<file path="src/rtl/time_of_day_counter.sv">
// Time-of-day clock: prescales the board clock to a 1 s tick and keeps
// hh:mm:ss in packed BCD, with a range-checked synchronous time-set load.
module time_of_day_counter #(
  parameter int TICKS_PER_SEC = 10_000_000
) (
  input  logic       ADC_CLK_10,
  input  logic       reset,
  input  logic       run,
  input  logic       set_valid,
  input  logic [7:0] set_hr,
  input  logic [7:0] set_min,
  input  logic [7:0] set_sec,
  output logic       set_err,
  output logic [7:0] hr_bcd,
  output logic [7:0] min_bcd,
  output logic [7:0] sec_bcd,
  output logic       sec_tick,
  output logic       day_tick
);

  localparam int PW = (TICKS_PER_SEC > 1) ? $clog2(TICKS_PER_SEC) : 1;
  localparam logic [PW-1:0] PRE_LAST = PW'(TICKS_PER_SEC - 1);

  typedef struct packed {
    logic [7:0] hr;
    logic [7:0] min;
    logic [7:0] sec;
  } tod_t;

  tod_t          cur, nxt, load;
  logic [PW-1:0] pre;
  logic          wrap, legal, adv;

  assign load = '{hr: set_hr, min: set_min, sec: set_sec};
  assign adv  = run && (pre == PRE_LAST);

  // Nibble checks first so the plain magnitude compares below are valid BCD compares.
  assign legal = (set_hr[3:0]  <= 4'd9) && (set_hr[7:4]  <= 4'd9) &&
                 (set_min[3:0] <= 4'd9) && (set_min[7:4] <= 4'd9) &&
                 (set_sec[3:0] <= 4'd9) && (set_sec[7:4] <= 4'd9) &&
                 (set_hr <= 8'h23) && (set_min <= 8'h59) && (set_sec <= 8'h59);

  // Full carry chain resolved in one cycle.
  always_comb begin
    nxt  = cur;
    wrap = 1'b0;
    if (cur.sec[3:0] != 4'd9) nxt.sec[3:0] = cur.sec[3:0] + 4'd1;
    else begin
      nxt.sec[3:0] = 4'd0;
      if (cur.sec[7:4] != 4'd5) nxt.sec[7:4] = cur.sec[7:4] + 4'd1;
      else begin
        nxt.sec[7:4] = 4'd0;
        if (cur.min[3:0] != 4'd9) nxt.min[3:0] = cur.min[3:0] + 4'd1;
        else begin
          nxt.min[3:0] = 4'd0;
          if (cur.min[7:4] != 4'd5) nxt.min[7:4] = cur.min[7:4] + 4'd1;
          else begin
            nxt.min[7:4] = 4'd0;
            if (cur.hr == 8'h23) begin
              nxt.hr = 8'h00;
              wrap   = 1'b1;
            end else if (cur.hr[3:0] != 4'd9) begin
              nxt.hr[3:0] = cur.hr[3:0] + 4'd1;
            end else begin
              nxt.hr[3:0] = 4'd0;
              nxt.hr[7:4] = cur.hr[7:4] + 4'd1;
            end
          end
        end
      end
    end
  end

  always_ff @(posedge ADC_CLK_10) begin
    if (reset) begin
      cur      <= '0;
      pre      <= '0;
      sec_tick <= 1'b0;
      day_tick <= 1'b0;
      set_err  <= 1'b0;
    end else begin
      sec_tick <= 1'b0;
      day_tick <= 1'b0;
      set_err  <= 1'b0;
      if (set_valid && legal) begin
        // A legal load wins over a coincident terminal count.
        cur <= load;
        pre <= '0;
      end else begin
        set_err <= set_valid;
        if (run) pre <= adv ? '0 : pre + PW'(1);
        if (adv) begin
          cur      <= nxt;
          sec_tick <= 1'b1;
          day_tick <= wrap;
        end
      end
    end
  end

  assign hr_bcd  = cur.hr;
  assign min_bcd = cur.min;
  assign sec_bcd = cur.sec;

endmodule

</file>
<file path="config.mk">
export PLATFORM = sky130hd
export DESIGN_NAME = time_of_day_counter
export DESIGN_NICKNAME = d
export VERILOG_FILES = /design/src/rtl/time_of_day_counter.sv
export SDC_FILE = /design/constraint.sdc
export NUM_CORES = 1
export LEC_CHECK = 0
export CAP_MARGIN = 20
export CORE_MARGIN = 2
export CORE_UTILIZATION = 58
export CTS_BUF_LIST = sky130_fd_sc_hd__clkbuf_4
export DETAILED_ROUTE_END_ITERATION = 8
export PLACE_DENSITY = 0.88
export SETUP_SLACK_MARGIN = 0.05
export SYNTH_ARGS = -nofsm -noshare
export SYNTH_HDL_FRONTEND = slang
export SYNTH_SLANG_ARGS = --single-unit
export TNS_END_PERCENT = 50
</file>
<file path="constraint.sdc">
create_clock -name ADC_CLK_10 -period 4.9 [get_ports ADC_CLK_10]
set_input_delay 1.225 -clock ADC_CLK_10 [delete_from_list [all_inputs] [get_ports ADC_CLK_10]]
set_output_delay 1.225 -clock ADC_CLK_10 [all_outputs]
set_load 0.05 [all_outputs]
</file>
==> impl_metrics.csv, run 1 <==
group,metric,value,unit
worst_setup_path,critPathKind,"in -> reg",
die,fp-row-count,25,
routing,drt-total-wl,6721,µm
die,start_util,59.60,%
placement,portBuffers,54,
yosys,synth_area_leaders,"dfxtp_1 37%, nor2_1 6.2%, xor2_1 5.3%",
yosys,yosys_warnings,0,
timing,maxSlewViolCount,0,
timing,worst-slew-pin-transition,0.8069,ns
timing,final.period_utilization,70.51,%
yosys,synth_area,2796,µm²
yosys,synth_top_area_share,36.51,%
cells_and_area,final_cell_mix,"54 x clkdlybuf4s50_1, 51 x dfxtp_1, 46 x nor2_1",
global_routing,grtUsageTotal,26.66,%
flow_run,drv_cap,0,
routing,route.vias.total,2669,
die,coreArea,4692,µm²
cells_and_area,fin_nets,416,
clock_network,postCtsSetupRepairBufs,0,
clock_network,clk_latency,0.37,ns
worst_setup_path,cp-start-kind,"input port",
cells_and_area,fillerInstances,375,
yosys,syn_nets,369,
cells_and_area,drive_above_1_share,5.699,%
worst_setup_path,worst_ep_required_time,5.14,ns
worst_setup_path,critPathMaxFanout,21,
die,die_x,73.44,µm
clock_network,clockBufferDepth,2,
routing,drcViolationCount,0,
placement,hpwlAfterDp,4970,µm
yosys,netlist_instances,338,
run_status,outcome,"completed",
worst_setup_path,worstPathArrival,3.70,ns
yosys,syn_area_per_cell,8.273,µm²
routing,wl_per_cell,15.28,µm
yosys,ys_types,54,
yosys,synth_top_cell_by_area,"dfxtp_1",
clock_network,ctsHoldBuffers,0,
die,io_pins,55,
timing,setup_viol,0,
global_routing,grt_first_pass_wirelength,11300,µm
clock_network,clk_pin_slew,0.15,ns
cells_and_area,area.growth.synth_to_final,21.57,%
global_routing,overflow,0,
placement,gp_congestion,0.8419,
clock_network,cts_buffers,5,
timing,timing.slew.headroom,45.79,%
clock_network,post_cts_resized,0,
die,die_y,73.44,µm
clock_network,cts_tree,"yes",
clock_network,htree_levels,2,
timing,tns,0,ns
timing,layout_min_cycle_time,3.455,ns
worst_setup_path,worst_r2r_path_depth,5,
min_path,hold_path.class,"reg -> reg",
yosys,ys.flop_type,"dfxtp_1",
yosys,synth-edff-count,0,
global_routing,antenna_found_initial,0,
min_path,hold_depth,2,
timing,rsz0062_at_grt,"false",
routing,avgViaCountPerCell,6.066,
global_routing,grt_pass1_vias,2459,
yosys,ys_seq_area_share,36.51,%
global_routing,grt_max_degree,33,
cells_and_area,diodes,0,
worst_setup_path,worstSetupEndpointType,"flip-flop",
placement,dp.cells,432,
timing,hold_viol,0,
routing,drt_iter0_drc,153,
routing,detail-route-antenna-nets,0,
power_and_ir_drop,p_leak,0.001082,µW
routing,drtPass1Iterations,5,
power_and_ir_drop,power_density,192.2,nW/µm²
placement,dp_slack,1.050,ns
cells_and_area,fin_cells,440,
yosys,ys_ff_latch,51,
timing,layout_setup_ws,1.445,ns
die,dieArea,5393,µm²
clock_network,clkSinkCount,51,
power_and_ir_drop,max-vdd-ir-drop,0.1836,mV
clock_network,cts_root_buffer,"clkbuf_4",
timing,clock_skew,0.02290,ns
yosys,async_flop_share,0,%
timing,fmax,0.2894,GHz
worst_setup_path,reg2reg_slack,2.13,ns
cells_and_area,mostFrequentLayoutCell,"clkdlybuf4s50_1",
state kept, by name (all words and copies together) (netlist names):
name	count
day_tick	1
hr_bcd	8
min_bcd	8
pre	24
sec_bcd	8
sec_tick	1
set_err	1
cell families after synthesis:
kind of cell,after synthesis,synth area share [%]
xor+xnor,30,9.396
buf+inv,28,4.340
flops,51,36.51
compound gates,54,13.60
fa+ha+maj,3,1.342
mux,5,1.879
simple gates,167,32.93
cell usage after synthesis, types with 7 or more instances:
cell type	number
dfxtp_1	51
nor2_1	46
nand2_1	22
nand3_1	18
xor2_1	17
clkbuf_1	13
xnor2_1	13
inv_1	12
nand4_1	11
nor3_1	11
a211oi_1	10
a21oi_1	9
nor4_1	9
o21ai_0	9
and3_1	7
final cells by class:
cell class | count | area [µm²] | share of cell area, %
flip-flops and latches | 51 | 1021 | 30.03
well taps | 54 | 67.56 | 1.987
inverters | 12 | 45.04 | 1.325
multi-input cells | 259 | 1654 | 48.66
repair buffers | 56 | 559.3 | 16.45
clock buffers | 6 | 45.04 | 1.325
clock inverters | 2 | 7.507 | 0.2208
per-stage QoR:
stage / instance area (µm²) / util [%] / hold slack, ns / power, µW
global route: 3400 / 72.45 / 0.5566 / 682.5
CTS: 3400 / 72.45 / 0.5186 / 657.8
detailed placement: 3347 / 71.33 / 0.4999 / 477.0
global placement: 3336 / 71.09 / 0.4825 / 476.2
floorplan: 2796 / - / 0.4717 / 446.1
finish: 3400 / 72.45 / 0.5240 / 653.5
layer usage:
metal  GRT usage, %  vias up  share of wire, %
li1               -     1331                 -
met4          7.273        0               1.5
met1          35.51     1239                46
met2          44.24       90                47
met5              0        -                 0
met3          5.213        9               5.7
final timing paths:
path	start	end
setup / recovery	run	pre[15]
hold / removal	hr_bcd[6]	hr_bcd[6]
setup reg to reg	pre[6]	hr_bcd[2]
hold reg to reg	hr_bcd[6]	hr_bcd[6]
power by group:
group | leakage (µW) | switching (µW) | internal (µW)
registers | 0.000411 | 2.44 | 417
logic | 0.000640 | 22.4 | 26.7
clock network | 0.0000307 | 126 | 59.0
critical path, stage by stage:
cell,delay (ns)
clkdlybuf4s50_1,0.60
nand4_1,0.27
nor4_1,0.66
nand2_1,0.24
nand3_1,0.59
nor2_1,0.12
(Power assumes the default switching activity.)
==> run 2, diff against run 1 <==
--- a/config.mk
+++ b/config.mk
@@ -7,10 +7,10 @@
 export LEC_CHECK = 0
 export CAP_MARGIN = 20
 export CORE_MARGIN = 2
-export CORE_UTILIZATION = 58
+export CORE_UTILIZATION = 48
 export CTS_BUF_LIST = sky130_fd_sc_hd__clkbuf_4
 export DETAILED_ROUTE_END_ITERATION = 8
-export PLACE_DENSITY = 0.88
+export PLACE_DENSITY = 0.78
 export SETUP_SLACK_MARGIN = 0.05
 export SYNTH_ARGS = -nofsm -noshare
 export SYNTH_HDL_FRONTEND = slang
==> constraint.sdc (replaced) <==
create_clock -name ADC_CLK_10 -period 2.99 [get_ports ADC_CLK_10]
set_input_delay 0.7475 -clock ADC_CLK_10 [delete_from_list [all_inputs] [get_ports ADC_CLK_10]]
set_output_delay 0.7475 -clock ADC_CLK_10 [all_outputs]
set_load 0.05 [all_outputs]
==> impl_metrics.csv, run 2 (synthesized netlist as in run 1, its figures left out) <==
group,metric,value,unit
worst_setup_path,worstPathArrival,2.95,ns
die,io_pins,55,
timing,timing.slew.headroom,61.97,%
routing,drt_iter0_drc,131,
timing,fmax,0.3818,GHz
cells_and_area,fillerInstances,485,
timing,final.period_utilization,87.61,%
die,coreArea,5574,µm²
worst_setup_path,worstSetupEndpointType,"flip-flop",
worst_setup_path,reg2reg_slack,0.37,ns
cells_and_area,mostFrequentLayoutCell,"clkdlybuf4s50_1",
timing,setup_viol,0,
timing,tns,0,ns
clock_network,clk_pin_slew,0.16,ns
cells_and_area,largest_reg_flops,24,
power_and_ir_drop,max-vdd-ir-drop,0.2018,mV
timing,clock_skew,0.01565,ns
power_and_ir_drop,p_leak,0.001159,µW
placement,portBuffers,54,
cells_and_area,fin_nets,429,
worst_setup_path,critPathSlowestCell,"or4_4",
routing,avgViaCountPerCell,5.713,
die,die_y,80.33,µm
worst_setup_path,cp_num_buf_inv,0,
clock_network,clk_latency,0.38,ns
routing,drt-total-wl,7047,µm
timing,rsz0062_at_grt,"false",
worst_setup_path,worst_r2r_path_depth,5,
worst_setup_path,path_depth,5,
timing,hold_viol,0,
clock_network,postCtsSetupRepairBufs,0,
cells_and_area,area.growth.synth_to_final,27.02,%
global_routing,grt_max_degree,22,
clock_network,cts_buffers,5,
routing,route.vias.total,2691,
cells_and_area,final_cell_mix,"54 x clkdlybuf4s50_1, 51 x dfxtp_1, 46 x nor2_1",
timing,worst-slew-pin-transition,0.5652,ns
global_routing,grt_pass1_vias,2478,
clock_network,post_cts_resized,0,
clock_network,clockBufferDepth,2,
cells_and_area,drive_above_1_share,9.023,%
worst_setup_path,crit_family,"simple AND/OR/NAND/NOR gates",
timing,layout_min_cycle_time,2.619,ns
die,die_x,80.33,µm
placement,hpwlAfterDp,5290,µm
cells_and_area,diodes,0,
routing,drcViolationCount,0,
routing,wl_per_cell,14.96,µm
global_routing,overflow,0,
worst_setup_path,worst_ep_required_time,3.32,ns
clock_network,cts_root_buffer,"clkbuf_4",
min_path,hold_path.class,"reg -> reg",
clock_network,ctsHoldBuffers,0,
global_routing,antenna_found_initial,0,
die,start_util,50.17,%
worst_setup_path,critPathKind,"reg -> reg",
die,fp-row-count,27,
routing,detail-route-antenna-nets,0,
clock_network,htree_levels,2,
clock_network,cts_tree,"yes",
cells_and_area,top_register,"pre",
min_path,hold_depth,2,
clock_network,clkSinkCount,51,
power_and_ir_drop,power,1174,µW
worst_setup_path,cp-start-kind,"flip-flop",
placement,gp_congestion,0.8212,
routing,drtPass1Iterations,4,
worst_setup_path,critPathMaxFanout,10,
flow_run,drv_cap,0,
cells_and_area,regArea,1021,µm²
timing,timing.hold.ws,0.5187,ns
worst_setup_path,path_cells,"or4b_4 -> or4_4 -> or2_1 -> or3_1 -> a21oi_1",
global_routing,grtUsageTotal,22.63,%
timing,maxSlewViolCount,0,
run_status,outcome,"completed",
power_and_ir_drop,power_density,330.5,nW/µm²
global_routing,grt_first_pass_wirelength,11560,µm
cells_and_area,multi_input_area,1654,µm²
die,dieArea,6452,µm²
worst_setup_path,slowest_delay,0.64,ns
[run 2: worst paths after layout]
check,startpoint,to
max,pre[6],sec_bcd[7]
min,hr_bcd[7],hr_bcd[7]
max reg2reg,pre[6],sec_bcd[7]
min reg2reg,hr_bcd[7],hr_bcd[7]
[run 2: stage by stage]
step / utilization, % / area (µm²) / cells / setup slack (ns)
after floorplan: - / 2796 / 338 / 0.3332
final: 63.73 / 3552 / 471 / 0.3706
after global placement: 62.36 / 3476 / 463 / 0.1822
after CTS: 63.73 / 3552 / 471 / 0.3735
after detailed placement: 62.36 / 3476 / 463 / 0.1126
after global routing: 63.73 / 3552 / 471 / 0.2019
[run 2: per-layer routing]
layer	vias up	part of all wire, %	global-route usage, %
met5	-	0	0
met4	0	1.3	7.119
met3	10	4.5	3.371
met2	61	48	37.75
met1	1268	46	30.01
li1	1352	-	-
[run 2: worst reg2reg max path: stages (launching register included)]
cell,delay [ns]
dfxtp_1,0.48
or4b_4,0.52
or4_4,0.64
or2_1,0.39
or3_1,0.39
a21oi_1,0.16
[run 2: area by class of cell]
class,count,share of cell area (%)
clock inverter,3,1.092
timing repair buffer,69,18.74
inverter,12,1.268
multi-input combinational,259,46.57
sequential,51,28.74
clock buffer,5,1.057
tap,72,2.536
[run 2: power breakdown]
part	internal [µW]	switching (µW)	total, µW
sequential	683	4.38	688
combinational	47.8	38.5	86.3
clock	172	228	400
==> run 3, diff against run 2 <==
--- a/config.mk
+++ b/config.mk
@@ -6,6 +6,7 @@
 export NUM_CORES = 1
 export LEC_CHECK = 0
 export CAP_MARGIN = 20
+export CORE_ASPECT_RATIO = 0.75
 export CORE_MARGIN = 2
 export CORE_UTILIZATION = 48
 export CTS_BUF_LIST = sky130_fd_sc_hd__clkbuf_4
==> impl_metrics.csv, run 3 (synthesized netlist as in run 1, its figures left out) <==
group,metric,value,unit
global_routing,grt_first_pass_wirelength,12780,µm
die,start_util,49.01,%
die,fp-row-count,24,
timing,setup_viol,0,
clock_network,clockBufferDepth,2,
clock_network,postCtsSetupRepairBufs,0,
cells_and_area,final_cell_mix,"54 x clkdlybuf4s50_1, 51 x dfxtp_1, 46 x nor2_1",
global_routing,grtUsageTotal,24.44,%
global_routing,overflow,0,
routing,wl_per_cell,15.79,µm
flow_run,drv_cap,0,
cells_and_area,diodes,0,
cells_and_area,top_register,"pre",
worst_setup_path,worst_r2r_path_depth,5,
min_path,worstHoldEndpoint,"hr_bcd[7]",
clock_network,post_cts_resized,0,
power_and_ir_drop,pwr-share-comb,8.2,%
global_routing,antenna_found_initial,0,
cells_and_area,drive_above_1_share,9.273,%
timing,final.period_utilization,88.80,%
die,dieArea,6459,µm²
timing,layout_setup_ws,0.3349,ns
worst_setup_path,reg2reg_slack,0.33,ns
timing,maxSlewViolCount,0,
timing,fmax,0.3766,GHz
timing,worst-slew-pin-transition,0.5907,ns
die,die_x,92.14,µm
cells_and_area,mostFrequentLayoutCell,"clkdlybuf4s50_1",
global_routing,grt_max_degree,22,
cells_and_area,fin_nets,429,
clock_network,clk_latency,0.36,ns
clock_network,ctsHoldBuffers,0,
cells_and_area,fin_cells,477,
worst_setup_path,worstSetupEndpointType,"flip-flop",
clock_network,cts_buffers,5,
clock_network,cts_tree,"yes",
routing,drt-total-wl,7533,µm
power_and_ir_drop,max-vdd-ir-drop,0.1828,mV
placement,dp_slack,0.03683,ns
clock_network,clkSinkCount,51,
worst_setup_path,r2r_start,"pre[6]",
routing,drt_iter0_drc,142,
min_path,hold_path.class,"reg -> reg",
placement,portBuffers,54,
worst_setup_path,r2r_end,"hr_bcd[2]",
global_routing,grt_pass1_vias,2561,
die,io_pins,55,
worst_setup_path,critPathKind,"reg -> reg",
power_and_ir_drop,p_sw,258.6,µW
min_path,hold_depth,2,
power_and_ir_drop,power_density,304.9,nW/µm²
timing,tns,0,ns
clock_network,clk_pin_slew,0.15,ns
clock_network,cts_root_buffer,"clkbuf_4",
die,coreArea,5705,µm²
timing,hold_viol,0,
routing,drtPass1Iterations,4,
cells_and_area,area.growth.synth_to_final,26.44,%
die,die_y,70.10,µm
power_and_ir_drop,pwr-share-seq,63.8,%
worst_setup_path,critPathMaxFanout,6,
timing,layout_min_cycle_time,2.655,ns
timing,rsz0062_at_grt,"false",
placement,gp_congestion,0.8919,
timing,clock_skew,0.01066,ns
placement,hpwlAfterDp,5789,µm
run_status,outcome,"completed",
cells_and_area,fillerInstances,513,
worst_setup_path,cp-start-kind,"flip-flop",
routing,avgViaCountPerCell,5.769,
cells_and_area,largest_reg_flops,24,
routing,detail-route-antenna-nets,0,
power_and_ir_drop,netSwitchingFraction,23.99,%
worst_setup_path,worstPathArrival,2.93,ns
routing,route.vias.total,2752,
placement,dp.cells,469,
timing,timing.slew.headroom,60.26,%
routing,drcViolationCount,0,
power_and_ir_drop,clkPwrFrac,28.0,%
power_and_ir_drop,p_leak,0.001149,µW
power_and_ir_drop,power.internal,819.5,µW
min_path,hold_start,"hr_bcd[7]",
worst_setup_path,worst_ep_required_time,3.27,ns
clock_network,htree_levels,2,
## run 3: cell count changes in the layout (fill, tap and decap cells not counted), sizes merged
| cell | change |
|---|---|
| clkinv | +1 |
| bufinv | -1 |
## run 3: final cells by class
class                      instances  area (µm²)  area share, %
clock buffer                       5       37.54          1.062
clock inverter                     3       15.01         0.4246
inverter                          12       45.04          1.274
multi-input combinational        259        1654          46.78
sequential                        51        1021          28.87
tap                               78       97.59          2.760
timing repair buffer              69       665.6          18.83
## run 3: worst max-delay path by stage
| stage | slack [ns] | cells past startpoint | start | to |
|---|---|---|---|---|
| after detailed placement | 0.04 | 7 | run | min_bcd[1] |
| final | 0.33 | 5 | pre[6] | hr_bcd[2] |
| after floorplan | 0.33 | 8 | run | sec_bcd[7] |
| after global routing | 0.18 | 5 | pre[6] | hr_bcd[2] |
| after CTS | 0.38 | 5 | pre[6] | hr_bcd[2] |
| after global placement | 0.13 | 6 | run | sec_bcd[7] |
## run 3: per-layer routing
metal | global-route usage (%) | wire length (µm) | up-vias
met5 | 0 | 0 | -
met4 | 4.146 | 33 | 0
met3 | 4.639 | 471 | 4
met2 | 36.36 | 3280 | 90
met1 | 37.30 | 3749 | 1305
li1 | - | - | 1353
## run 3: critical path: stages (launching register included)
cell,delay (ns)
dfxtp_1,0.45
or4b_4,0.51
nor3b_1,0.41
nand4_1,0.27
or4b_2,0.66
a311oi_1,0.27
## run 3: power by group through the flow
stage | Clock [µW] | Sequential [µW] | Combinational (µW)
after floorplan | 0 | 706 | 25.0
after global placement | 0 | 702 | 86.8
after detailed placement | 0 | 702 | 87.3
after CTS | 310 | 688 | 87.9
after global routing | 342 | 689 | 95.6
final | 302 | 688 | 88.1
## run 3: per-stage QoR
stage | util [%] | power, µW | hold WS (ns) | area [µm²]
6_report | 61.97 | 1078 | 0.5313 | 3536
5_1_grt | 61.97 | 1126 | 0.5602 | 3536
4_1_cts | 61.97 | 1086 | 0.5341 | 3536
3_5_place_dp | 61.05 | 789.8 | 0.5000 | 3483
3_3_place_gp | 61.05 | 788.7 | 0.4879 | 3483
2_1_floorplan | - | 731.1 | 0.4717 | 2796
